$ cat config.mk
export PLATFORM = sky130hd
export DESIGN_NAME = seq_mult_shift_add
export DESIGN_NICKNAME = d
export VERILOG_FILES = /design/src/rtl/seq_mult_shift_add_pkg.sv /design/src/rtl/mult_step_ctr.sv /design/src/rtl/seq_mult_shift_add.sv
export SDC_FILE = /design/constraint.sdc
export NUM_CORES = 1
export LEC_CHECK = 0
export ABC_AREA = 1
export BUFFER_PORTS_ARGS = -buffer_cell sky130_fd_sc_hd__buf_4
export CORE_MARGIN = 5
export CORE_UTILIZATION = 51
export DETAILED_ROUTE_END_ITERATION = 8
export PLACE_DENSITY = 0.82
export SLEW_MARGIN = 0
export SYNTH_ARGS = -nofsm -noshare
export SYNTH_HDL_FRONTEND = slang
export SYNTH_SLANG_ARGS = --single-unit
$ cat constraint.sdc
create_clock -name clk -period 2.43 [get_ports clk]
set_input_delay 0.486 -clock clk [delete_from_list [all_inputs] [get_ports clk]]
set_output_delay 0.486 -clock clk [all_outputs]
set_load 0.03 [all_outputs]
$ cat src/rtl/seq_mult_shift_add_pkg.sv
// Shared constants for the shift-and-add multiplier and its adder test environment.
// State encodings are fixed so the adder bench can decode the FSM if it needs to.
package seq_mult_shift_add_pkg;

  localparam int unsigned DefaultN       = 8;
  localparam int unsigned DefaultAddWait = 1;

  localparam logic [1:0] IDLE  = 2'b00;
  localparam logic [1:0] ADD   = 2'b01;
  localparam logic [1:0] SHIFT = 2'b10;
  localparam logic [1:0] DONE  = 2'b11;

  typedef enum logic [1:0] {
    StIdle  = IDLE,
    StAdd   = ADD,
    StShift = SHIFT,
    StDone  = DONE
  } state_t;

endpackage

$ cat src/rtl/mult_step_ctr.sv
// Bit / adder-settle counter pair for the sequential multiplier.
// Strobes mark the last settle cycle of a step and the last bit of an operation.
module mult_step_ctr
  import seq_mult_shift_add_pkg::*;
#(
  parameter int unsigned N        = DefaultN,
  parameter int unsigned ADD_WAIT = DefaultAddWait
) (
  input  logic clk,
  input  logic rst_n,
  input  logic clear,
  input  logic wait_step,
  input  logic bit_step,
  output logic wait_last,
  output logic bit_last
);

  localparam int unsigned BW = (N > 1) ? $clog2(N) : 1;
  localparam int unsigned WW = (ADD_WAIT > 1) ? $clog2(ADD_WAIT) : 1;

  logic [BW-1:0] bit_cnt_q, bit_cnt_d;
  logic [WW-1:0] wait_cnt_q, wait_cnt_d;

  assign wait_last = (wait_cnt_q == WW'(ADD_WAIT - 1));
  assign bit_last  = (bit_cnt_q == BW'(N - 1));

  always_comb begin
    bit_cnt_d  = bit_cnt_q;
    wait_cnt_d = wait_cnt_q;
    if (clear) begin
      bit_cnt_d  = '0;
      wait_cnt_d = '0;
    end else begin
      // Stop at the terminal count so the counter never wraps past ADD_WAIT-1.
      if (wait_step && !wait_last) begin
        wait_cnt_d = wait_cnt_q + 1'b1;
      end
      if (bit_step) begin
        wait_cnt_d = '0;
        if (!bit_last) begin
          bit_cnt_d = bit_cnt_q + 1'b1;
        end
      end
    end
  end

  always_ff @(posedge clk or negedge rst_n) begin
    if (!rst_n) begin
      bit_cnt_q  <= '0;
      wait_cnt_q <= '0;
    end else begin
      bit_cnt_q  <= bit_cnt_d;
      wait_cnt_q <= wait_cnt_d;
    end
  end

endmodule

$ cat src/rtl/seq_mult_shift_add.sv
// Sequential NxN unsigned shift-and-add multiplier driving an external 2N-bit adder.
// Each bit: hold operands ADD_WAIT cycles, then capture the sum and shift.
module seq_mult_shift_add
  import seq_mult_shift_add_pkg::*;
#(
  parameter int unsigned N        = DefaultN,
  parameter int unsigned ADD_WAIT = DefaultAddWait
) (
  input  logic           clk,
  input  logic           rst_n,
  input  logic           start,
  input  logic [N-1:0]   mcand,
  input  logic [N-1:0]   mplier,
  output logic           busy,
  output logic           done,
  output logic [2*N-1:0] product,
  output logic           ovf,
  output logic [2*N-1:0] add_a,
  output logic [2*N-1:0] add_b,
  output logic           add_cin,
  input  logic [2*N-1:0] add_sum,
  input  logic           add_cout
);

  state_t         state_q, state_d;
  logic [2*N-1:0] p_q, p_d;
  logic [2*N-1:0] m_q, m_d;
  logic [N-1:0]   q_q, q_d;
  logic           busy_q, busy_d;
  logic           done_q, done_d;
  logic           ovf_q, ovf_d;

  logic ctr_clear, wait_step, bit_step;
  logic wait_last, bit_last;

  mult_step_ctr #(
    .N        (N),
    .ADD_WAIT (ADD_WAIT)
  ) u_step_ctr (
    .clk       (clk),
    .rst_n     (rst_n),
    .clear     (ctr_clear),
    .wait_step (wait_step),
    .bit_step  (bit_step),
    .wait_last (wait_last),
    .bit_last  (bit_last)
  );

  assign add_a   = p_q;
  assign add_b   = q_q[0] ? m_q : '0;
  assign add_cin = 1'b0;
  assign product = p_q;
  assign busy    = busy_q;
  assign done    = done_q;
  assign ovf     = ovf_q;

  always_comb begin
    state_d   = state_q;
    p_d       = p_q;
    m_d       = m_q;
    q_d       = q_q;
    busy_d    = busy_q;
    done_d    = done_q;
    ovf_d     = ovf_q;
    ctr_clear = 1'b0;
    wait_step = 1'b0;
    bit_step  = 1'b0;

    unique case (state_q)
      StIdle: begin
        if (start) begin
          p_d       = '0;
          m_d       = {{N{1'b0}}, mcand};
          q_d       = mplier;
          ovf_d     = 1'b0;
          busy_d    = 1'b1;
          done_d    = 1'b0;
          ctr_clear = 1'b1;
          state_d   = StAdd;
        end
      end
      StAdd: begin
        wait_step = 1'b1;
        if (wait_last) begin
          state_d = StShift;
        end
      end
      StShift: begin
        p_d      = add_sum;
        // A carry out of 2N bits cannot happen legitimately; latch it as a fault.
        ovf_d    = ovf_q | add_cout;
        m_d      = m_q << 1;
        q_d      = q_q >> 1;
        bit_step = 1'b1;
        if (bit_last) begin
          done_d  = 1'b1;
          state_d = StDone;
        end else begin
          state_d = StAdd;
        end
      end
      StDone: begin
        done_d  = 1'b0;
        busy_d  = 1'b0;
        state_d = StIdle;
      end
      default: state_d = StIdle;
    endcase
  end

  always_ff @(posedge clk or negedge rst_n) begin
    if (!rst_n) begin
      state_q <= StIdle;
      p_q     <= '0;
      m_q     <= '0;
      q_q     <= '0;
      busy_q  <= 1'b0;
      done_q  <= 1'b0;
      ovf_q   <= 1'b0;
    end else begin
      state_q <= state_d;
      p_q     <= p_d;
      m_q     <= m_d;
      q_q     <= q_d;
      busy_q  <= busy_d;
      done_q  <= done_d;
      ovf_q   <= ovf_d;
    end
  end

endmodule

==> results_dict.tcl, run 1 <==
set metrics [dict create \
    run_status "completed" \
    start_kind "register" \
    critical_path.max_fanout 17 \
    ant_nets 0 \
    whs_ns 0.1920 \
    cts_hold_buf 0 \
    drive_gt1_share_pct 26.98 \
    synth_seq_cells 49 \
    final_hold_viol_count 0 \
    antenna_found_initial 0 \
    first_global_vias 2016 \
    cp_data_arrival_time_ns 1.36 \
    rr_worst_depth 5 \
    fin_crit_ns 1.843 \
    groute.usage.overall_pct 18.65 \
    place_ws_ns 0.7439 \
    synth_top_area_cell "dfrtp_1" \
    globalplace.congestion 0.7956 \
    cts_buffers 5 \
    overflow 0 \
    rsz0062_at_grt "no" \
    drt_iter0_markers 111 \
    root_buffer "clkbuf_8" \
    finalNonFillerCells 430 \
    yosysTopAreaCellShare_pct 51.44 \
    cts_tree "built" \
    die_x_um 78.37 \
    first_pass_iters 5 \
    required_ns 1.94 \
    slew_headroom_pct 55.36 \
    finalPower_mw 4.107 \
    ys_seq_area_share_pct 51.44 \
    dieHeight_um 78.37 \
    hpwlAfterDp_um 4059 \
    htree_levels 2 \
    clock-sinks 49 \
    async_reset_ff_share_pct 100.0 \
    dieArea_mm2 0.006141 \
    yosys.cell_types.count 18 \
    syn_nets 351 \
    netlist_area_mm2 0.002384 \
    post-route-util_pct 67.17 \
    p_int_mw 2.090 \
    layout_setup_ws_ns 0.5866 \
    p_clk_share_pct 10.7 \
    nets 417 \
    diodes 0 \
    synth_most_common_cell "nand2_1" \
    ys_warn_count 0 \
    drt-total-wl_um 5395 \
    start_util_pct 53.63 \
    hold_class "in2async" \
    top_layer_used "met4" \
    placedCellCount 424 \
    multi_input_area_um2 854.6 \
    synthTopCellsByArea "dfrtp_1 (51%), nand2_1 (28%), buf_4 (6.3%), nand3_1 (3.8%), inv_1 (3.6%)" \
    cap_violations 0 \
    rows 24 \
    wl_per_cell_um 12.55 \
    power_switching_mw 2.017 \
    post_cts_resized 0 \
    grt_max_degree 50 \
    nFillCells 393 \
    drc 0 \
    tightest_slew_ns 0.6695 \
    synth_common_cells "nand2_1 (176), dfrtp_1 (49), inv_1 (23), buf_4 (20), nand3_1 (18)" \
    cp-end-kind "output port" \
    viasPerCell 4.663 \
    pwr_density_cell_mw_per_mm2 1376 \
    finClkSkew_ns 0.006090 \
    port_buffers 86 \
    num_vias 2005 \
    wl_met2_um 2821 \
    grt_first_pass_wirelength_um 9052 \
    placed_area_mm2 0.002912 \
    wl_met1_um 2159 \
    syn_avg_cell_area_um2 7.615 \
    setup-violations-final 0 \
    p_leak_nw 1.868 \
    switching_share_pct 49.10 \
    synth_edf_count 0 \
    synth-main-ff-cell "dfrtp_1" \
    met3WireLength_um 339 \
    syn2layout_area_growth_pct 25.25 \
    post_cts_buffers 0 \
    fmax_mhz 542.5 \
    vdd_ir_drop_max_uv 637.0 \
    path_class "reg2out" \
    coreArea_mm2 0.004444 \
    synth_cells 313 \
    seqCellArea_mm2 0.001226 \
    ios 88 \
    final_area_mm2 0.002985 \
    drv_slew 0 \
    cts_buffer_depth 2 \
    clkTransAtPathRegs_ns 0.08 \
    period_share_pct 75.86 \
    clock_latency_ns 0.30 \
    tns_ns 0 \
    power_frac_seq_pct 35.9 \
    p_comb_share_pct 53.3 \
]
registers in the layout, summed over array words and instances (netlist names):
signal and flops:
busy 1, m_q 16, q_q 8, state_q 2, done 1, u_step_ctr.bit_cnt_q 3, u_step_ctr.wait_cnt_q 1, add_a 16
ovf 1
cell families after synthesis:
| group | count (synthesis) | synth area share [%] |
|---|---|---|
| flops | 49 | 51.44 |
| simple gates | 200 | 33.12 |
| fa+ha+maj | 2 | 1.050 |
| other cells | 1 | 0.1573 |
| buf+inv | 56 | 12.70 |
| compound gates | 5 | 1.522 |
area by class of cell:
type / instances / area share, %
Multi-Input combinational cell: 208 / 28.63
Inverter: 26 / 3.269
Clock buffer: 5 / 2.305
Clock inverter: 1 / 0.1676
Tap cell: 52 / 2.179
Sequential cell: 49 / 41.07
Timing Repair Buffer: 89 / 22.38
cells in the final DEF (no fill, tap or decap), drive strengths merged:
| cell type | synthesis | routed |
|---|---|---|
| dfrtp | 49 | 49 |
| buf | 29 | 89 |
| ha | 2 | 2 |
| conb | 1 | 1 |
| nor2 | 4 | 4 |
| clkinv | 0 | 1 |
| nand3 | 19 | 19 |
| nand2 | 177 | 177 |
| o21ai | 5 | 5 |
| clkbuf | 1 | 5 |
| inv | 26 | 26 |
power groups by stage:
stage                     Combinational (mW)  Clock, mW  Sequential (mW)
final                                   2.19      0.441             1.48
after global routing                    2.40      0.487             1.54
after CTS                               2.22      0.452             1.48
after detailed placement                2.22          0             1.49
after global placement                  2.17          0             1.47
after floorplan                         1.47          0             1.63
critical path, stage by stage, from the launching register on:
cell	delay (ns)
dfrtp_1	0.71
nand2_1	0.12
inv_1	0.08
buf_4	0.15
metal layers:
| metal | vias to the layer above | global-route usage [%] |
|---|---|---|
| met5 | - | 0 |
| met4 | 0 | 6.993 |
| met3 | 7 | 5.034 |
| met2 | 53 | 33.90 |
| met1 | 901 | 20.88 |
| li1 | 1044 | - |
worst paths after layout:
kind | startpoint | to | slack, ns
worst min-delay path | rst_n | state_q[1] | 0.19
worst max-delay path | q_q[0] | add_b[0] | 0.59
worst min register to register | m_q[15] | m_q[15] | 0.48
min in group clk | add_sum[15] | add_a[15] | 0.38
max in group asynchronous | rst_n | add_a[0] | 1.83
worst max register to register | state_q[1] | m_q[11] | 0.73
Power figures use the tool's default switching activity.
==> run 2, diff against run 1 <==
- CORE_UTILIZATION: 51 -> 49
- PLACE_DENSITY: 0.82 -> 0.79
- clock period: 2.43 -> 1.9 ns (I/O delays scaled with it)
==> results_dict.tcl, run 2 (same netlist as run 1, synthesis figures left out) <==
set metrics [dict create \
    tns_ns 0 \
    post_cts_buffers 0 \
    final_common_cell "nand2_1" \
    met3WireLength_um 398 \
    drive_gt1_share_pct 27.75 \
    hpwlAfterDp_um 4015 \
    hold_class "in2async" \
    globalplace.congestion 0.8040 \
    first_pass_iters 4 \
    slowest_stage "dfrtp_1" \
    wl_met1_um 2293 \
    coreArea_mm2 0.004723 \
    nets 419 \
    clock-sinks 49 \
    root_buffer "clkbuf_8" \
    rr_worst_depth 5 \
    critical_path.max_fanout 14 \
    ant_nets 0 \
    startpoint "q_q[0]" \
    cpPeakStageDelay_ns 0.42 \
    fmax_mhz 613.4 \
    start_util_pct 50.46 \
    tightest_slew_ns 0.6080 \
    final_hold_viol_count 0 \
    diodes 0 \
    cts_hold_buf 0 \
    final_cell_mix "nand2_1 (176), buf_4 (90), dfrtp_1 (49)" \
    drv_slew 0 \
    htree_levels 2 \
    die_x_um 79.75 \
    path_class "reg2out" \
    groute.usage.overall_pct 17.58 \
    period_share_pct 85.81 \
    first_global_vias 1880 \
    crit_chain "buf_4 > nand2_1 > inv_1 > buf_4" \
    nFillCells 424 \
    r2r_start "state_q[1]" \
    antenna_found_initial 0 \
    port_buffers 86 \
    dieHeight_um 79.75 \
    cp_common_cell "buf_4" \
    grt_first_pass_wirelength_um 8832 \
    layout_setup_ws_ns 0.2697 \
    overflow 0 \
    pwr_density_cell_mw_per_mm2 1760 \
    required_ns 1.52 \
    syn2layout_area_growth_pct 27.93 \
    clock_latency_ns 0.30 \
    start_kind "register" \
    place_ws_ns 0.4440 \
    rows 25 \
    cp_data_arrival_time_ns 1.25 \
    p_leak_nw 1.890 \
    num_vias 2057 \
    viasPerCell 4.581 \
    run_status "completed" \
    drc 0 \
    grt_max_degree 50 \
    fin_crit_ns 1.630 \
    cts_tree "built" \
    wl_met2_um 2653 \
    cap_violations 0 \
    setup-violations-final 0 \
    cts_buffer_depth 2 \
    post_cts_resized 0 \
    finClkSkew_ns 0.006838 \
    cp-end-kind "output port" \
    rsz0062_at_grt "no" \
    drt-total-wl_um 5420 \
    dieArea_mm2 0.006359 \
    clkTransAtPathRegs_ns 0.09 \
    post-route-util_pct 64.56 \
    slew_headroom_pct 59.47 \
    top_layer_used "met4" \
    drt_iter0_markers 177 \
    cts_buffers 5 \
    vdd_ir_drop_max_uv 725.3 \
    wl_per_cell_um 12.07 \
    ios 88 \
]
-- run 2: changes by cell type in the layout (fill, tap and decap cells not counted), sizes merged --
| cell | delta |
|---|---|
| buf | +2 |
| clkinv | +2 |
-- run 2: path summary, 6_finish.rpt --
check | slack, ns | endpoint
min reg2reg | 0.46 | state_q[1]
min in group clk | 0.27 | add_a[13]
max | 0.27 | add_b[3]
min | 0.08 | q_q[2]
max in group asynchronous | 1.41 | q_q[4]
max reg2reg | 0.43 | u_step_ctr.bit_cnt_q[1]
-- run 2: critical path, delay by kind of cell (launching register included) --
kind / cells / cell delay (ns)
buffers and inverters: 3 / 0.44
flip-flops: 1 / 0.42
AND/OR/NAND/NOR: 1 / 0.08
-- run 2: area by class of cell --
cell class              count  area [um^2]  share of cell area, %
clock buffers               5        68.82                  2.257
clock inverters             3        22.52                 0.7386
inverters                  26        97.59                  3.201
multi-input cells         208        854.6                  28.03
flip-flops and latches     49         1226                  40.21
well taps                  67        83.83                  2.749
repair buffers             91        695.7                  22.81
-- run 2: report_power, final --
part	leakage [nW]	switching [mW]	internal, mW
clock network	0.0481	0.352	0.261
registers	0.635	0.359	1.47
logic	1.21	1.91	1.02
-- run 2: layer usage --
layer | GRT usage [%] | up-vias
met5 | 0 | -
met1 | 22.92 | 948
met3 | 3.725 | 5
li1 | - | 1047
met2 | 29.30 | 57
met4 | 5.574 | 0
-- run 2: per-stage QoR --
| stage | power [mW] | hold slack, ns | area [um^2] | std cells |
|---|---|---|---|---|
| 2_1_floorplan | 3.972 | 0.08441 | 2384 | 313 |
| 3_3_place_gp | 4.729 | 0.4434 | 2958 | 441 |
| 3_5_place_dp | 4.808 | 0.4365 | 2958 | 441 |
| 4_1_cts | 5.433 | 0.09906 | 3049 | 449 |
| 5_1_grt | 5.774 | 0.1364 | 3049 | 449 |
| 6_report | 5.367 | 0.07698 | 3049 | 449 |
==> run 3, diff against run 2 <==
==> constraint.sdc (replaced) <==
create_clock -name clk -period 1.9 [get_ports clk]
set_input_delay 0.285 -clock clk [delete_from_list [all_inputs] [get_ports clk]]
set_output_delay 0.285 -clock clk [all_outputs]
set_load 0.03 [all_outputs]
==> results_dict.tcl, run 3 (same netlist as run 1, synthesis figures left out) <==
set metrics [dict create \
    wl_per_cell_um 12.35 \
    setup-violations-final 0 \
    p_comb_share_pct 53.9 \
    rsz0062_at_grt "no" \
    p_int_mw 2.701 \
    drc 0 \
    power_switching_mw 2.614 \
    path_class "reg2out" \
    fmax_mhz 579.4 \
    final_hold_viol_count 26 \
    globalplace.congestion 0.8350 \
    post_cts_resized 0 \
    htree_levels 2 \
    finalNonFillerCells 448 \
    period_share_pct 90.84 \
    cts_tree "built" \
    rows 25 \
    die_x_um 79.75 \
    first_global_vias 1939 \
    p_leak_nw 1.878 \
    dieHeight_um 79.75 \
    p_clk_share_pct 11.2 \
    port_buffers 86 \
    critical_path.max_fanout 17 \
    ios 88 \
    run_status "finished, violations left" \
    power_frac_seq_pct 35.0 \
    drt_iter0_markers 152 \
    startpoint "q_q[0]" \
    dieArea_mm2 0.006359 \
    clock_latency_ns 0.31 \
    antenna_found_initial 0 \
    multi_input_area_um2 854.6 \
    whs_ns -0.007679 \
    clkTransAtPathRegs_ns 0.09 \
    drv_slew 0 \
    cts_buffers 5 \
    start_kind "register" \
    slew_headroom_pct 58.40 \
    groute.usage.overall_pct 18.35 \
    tns_ns 0 \
    cp-end-kind "output port" \
    hold_class "in2async" \
    fin_crit_ns 1.726 \
    drive_gt1_share_pct 27.30 \
    grt_max_degree 50 \
    r2r_start "state_q[0]" \
    final_common_cell "nand2_1" \
    post_cts_buffers 0 \
    viasPerCell 4.592 \
    syn2layout_area_growth_pct 26.72 \
    required_ns 1.62 \
    nets 418 \
    violations "hold timing" \
    diodes 0 \
    cap_violations 0 \
    overflow 0 \
    cts_hold_buf 0 \
    root_buffer "clkbuf_8" \
    start_util_pct 50.46 \
    nFillCells 441 \
    seqCellArea_mm2 0.001226 \
    coreArea_mm2 0.004723 \
    drt-total-wl_um 5535 \
    placedCellCount 440 \
    cts_buffer_depth 2 \
    pwr_density_cell_mw_per_mm2 1759 \
    grt_first_pass_wirelength_um 9059 \
    tightest_slew_ns 0.6240 \
    final_cell_mix "nand2_1 (176), buf_4 (90), dfrtp_1 (49)" \
    finClkSkew_ns 0.008117 \
    ant_nets 0 \
    num_vias 2057 \
    clock-sinks 49 \
    first_pass_iters 4 \
    hpwlAfterDp_um 4047 \
    cp_data_arrival_time_ns 1.44 \
    vdd_ir_drop_max_uv 695.1 \
    switching_share_pct 49.18 \
]
## run 3: cell count changes in the layout (fill, tap and decap cells not counted)
cell      delta
clkinv_4     -2
buf_12       -1
clkbuf_1     +1
clkinv_2     +1
## run 3: cell type report
| cell class | instances | area share (%) |
|---|---|---|
| inverter | 26 | 3.231 |
| clock inverter | 2 | 0.3314 |
| timing repair buffer | 90 | 22.37 |
| sequential | 49 | 40.60 |
| multi-input combinational | 208 | 28.29 |
| clock buffer | 6 | 2.403 |
| tap | 67 | 2.775 |
## run 3: metrics by stage
stage	utilization [%]	power (mW)	cell area, um^2	setup slack, ns	hold slack (ns)
4_1_cts	63.95	5.363	3020	0.1649	0.004528
2_1_floorplan	-	3.972	2384	0.6352	-0.01059
3_5_place_dp	62.20	4.764	2938	0.5118	0.3448
3_3_place_gp	62.20	4.685	2938	0.5516	0.3414
5_1_grt	63.95	5.706	3020	0.09558	0.03536
6_report	63.95	5.314	3020	0.1740	-0.007679
## run 3: worst max-delay path: stages (launching register included)
cell,delay [ns]
dfrtp_1,0.75
nand2_1,0.14
inv_1,0.08
buf_4,0.16
## run 3: routing by layer
layer / wire (um) / global-route usage, % / share of wire [%]
met5: 0 / 0 / 0
met4: 77 / 6.081 / 1.4
met3: 407 / 4.628 / 7.4
met1: 2306 / 23.63 / 42
met2: 2743 / 30.22 / 50
## run 3: path summary, 6_finish.rpt
kind	end	slack, ns	cells after the start
max in group asynchronous	add_a[13]	1.51	1
min in group clk	add_a[11]	0.18	3
hold / removal	q_q[2]	-0.008	1
setup / recovery	add_b[2]	0.17	3
hold reg to reg	state_q[1]	0.46	1
setup reg to reg	u_step_ctr.bit_cnt_q[1]	0.48	5
## run 3: power groups by stage
stage	clock network (mW)	registers [mW]	logic, mW
floorplan	0	2.09	1.88
global placement	0	1.86	2.83
detailed placement	0	1.87	2.90
CTS	0.611	1.86	2.90
global route	0.657	1.92	3.13
finish	0.593	1.86	2.86
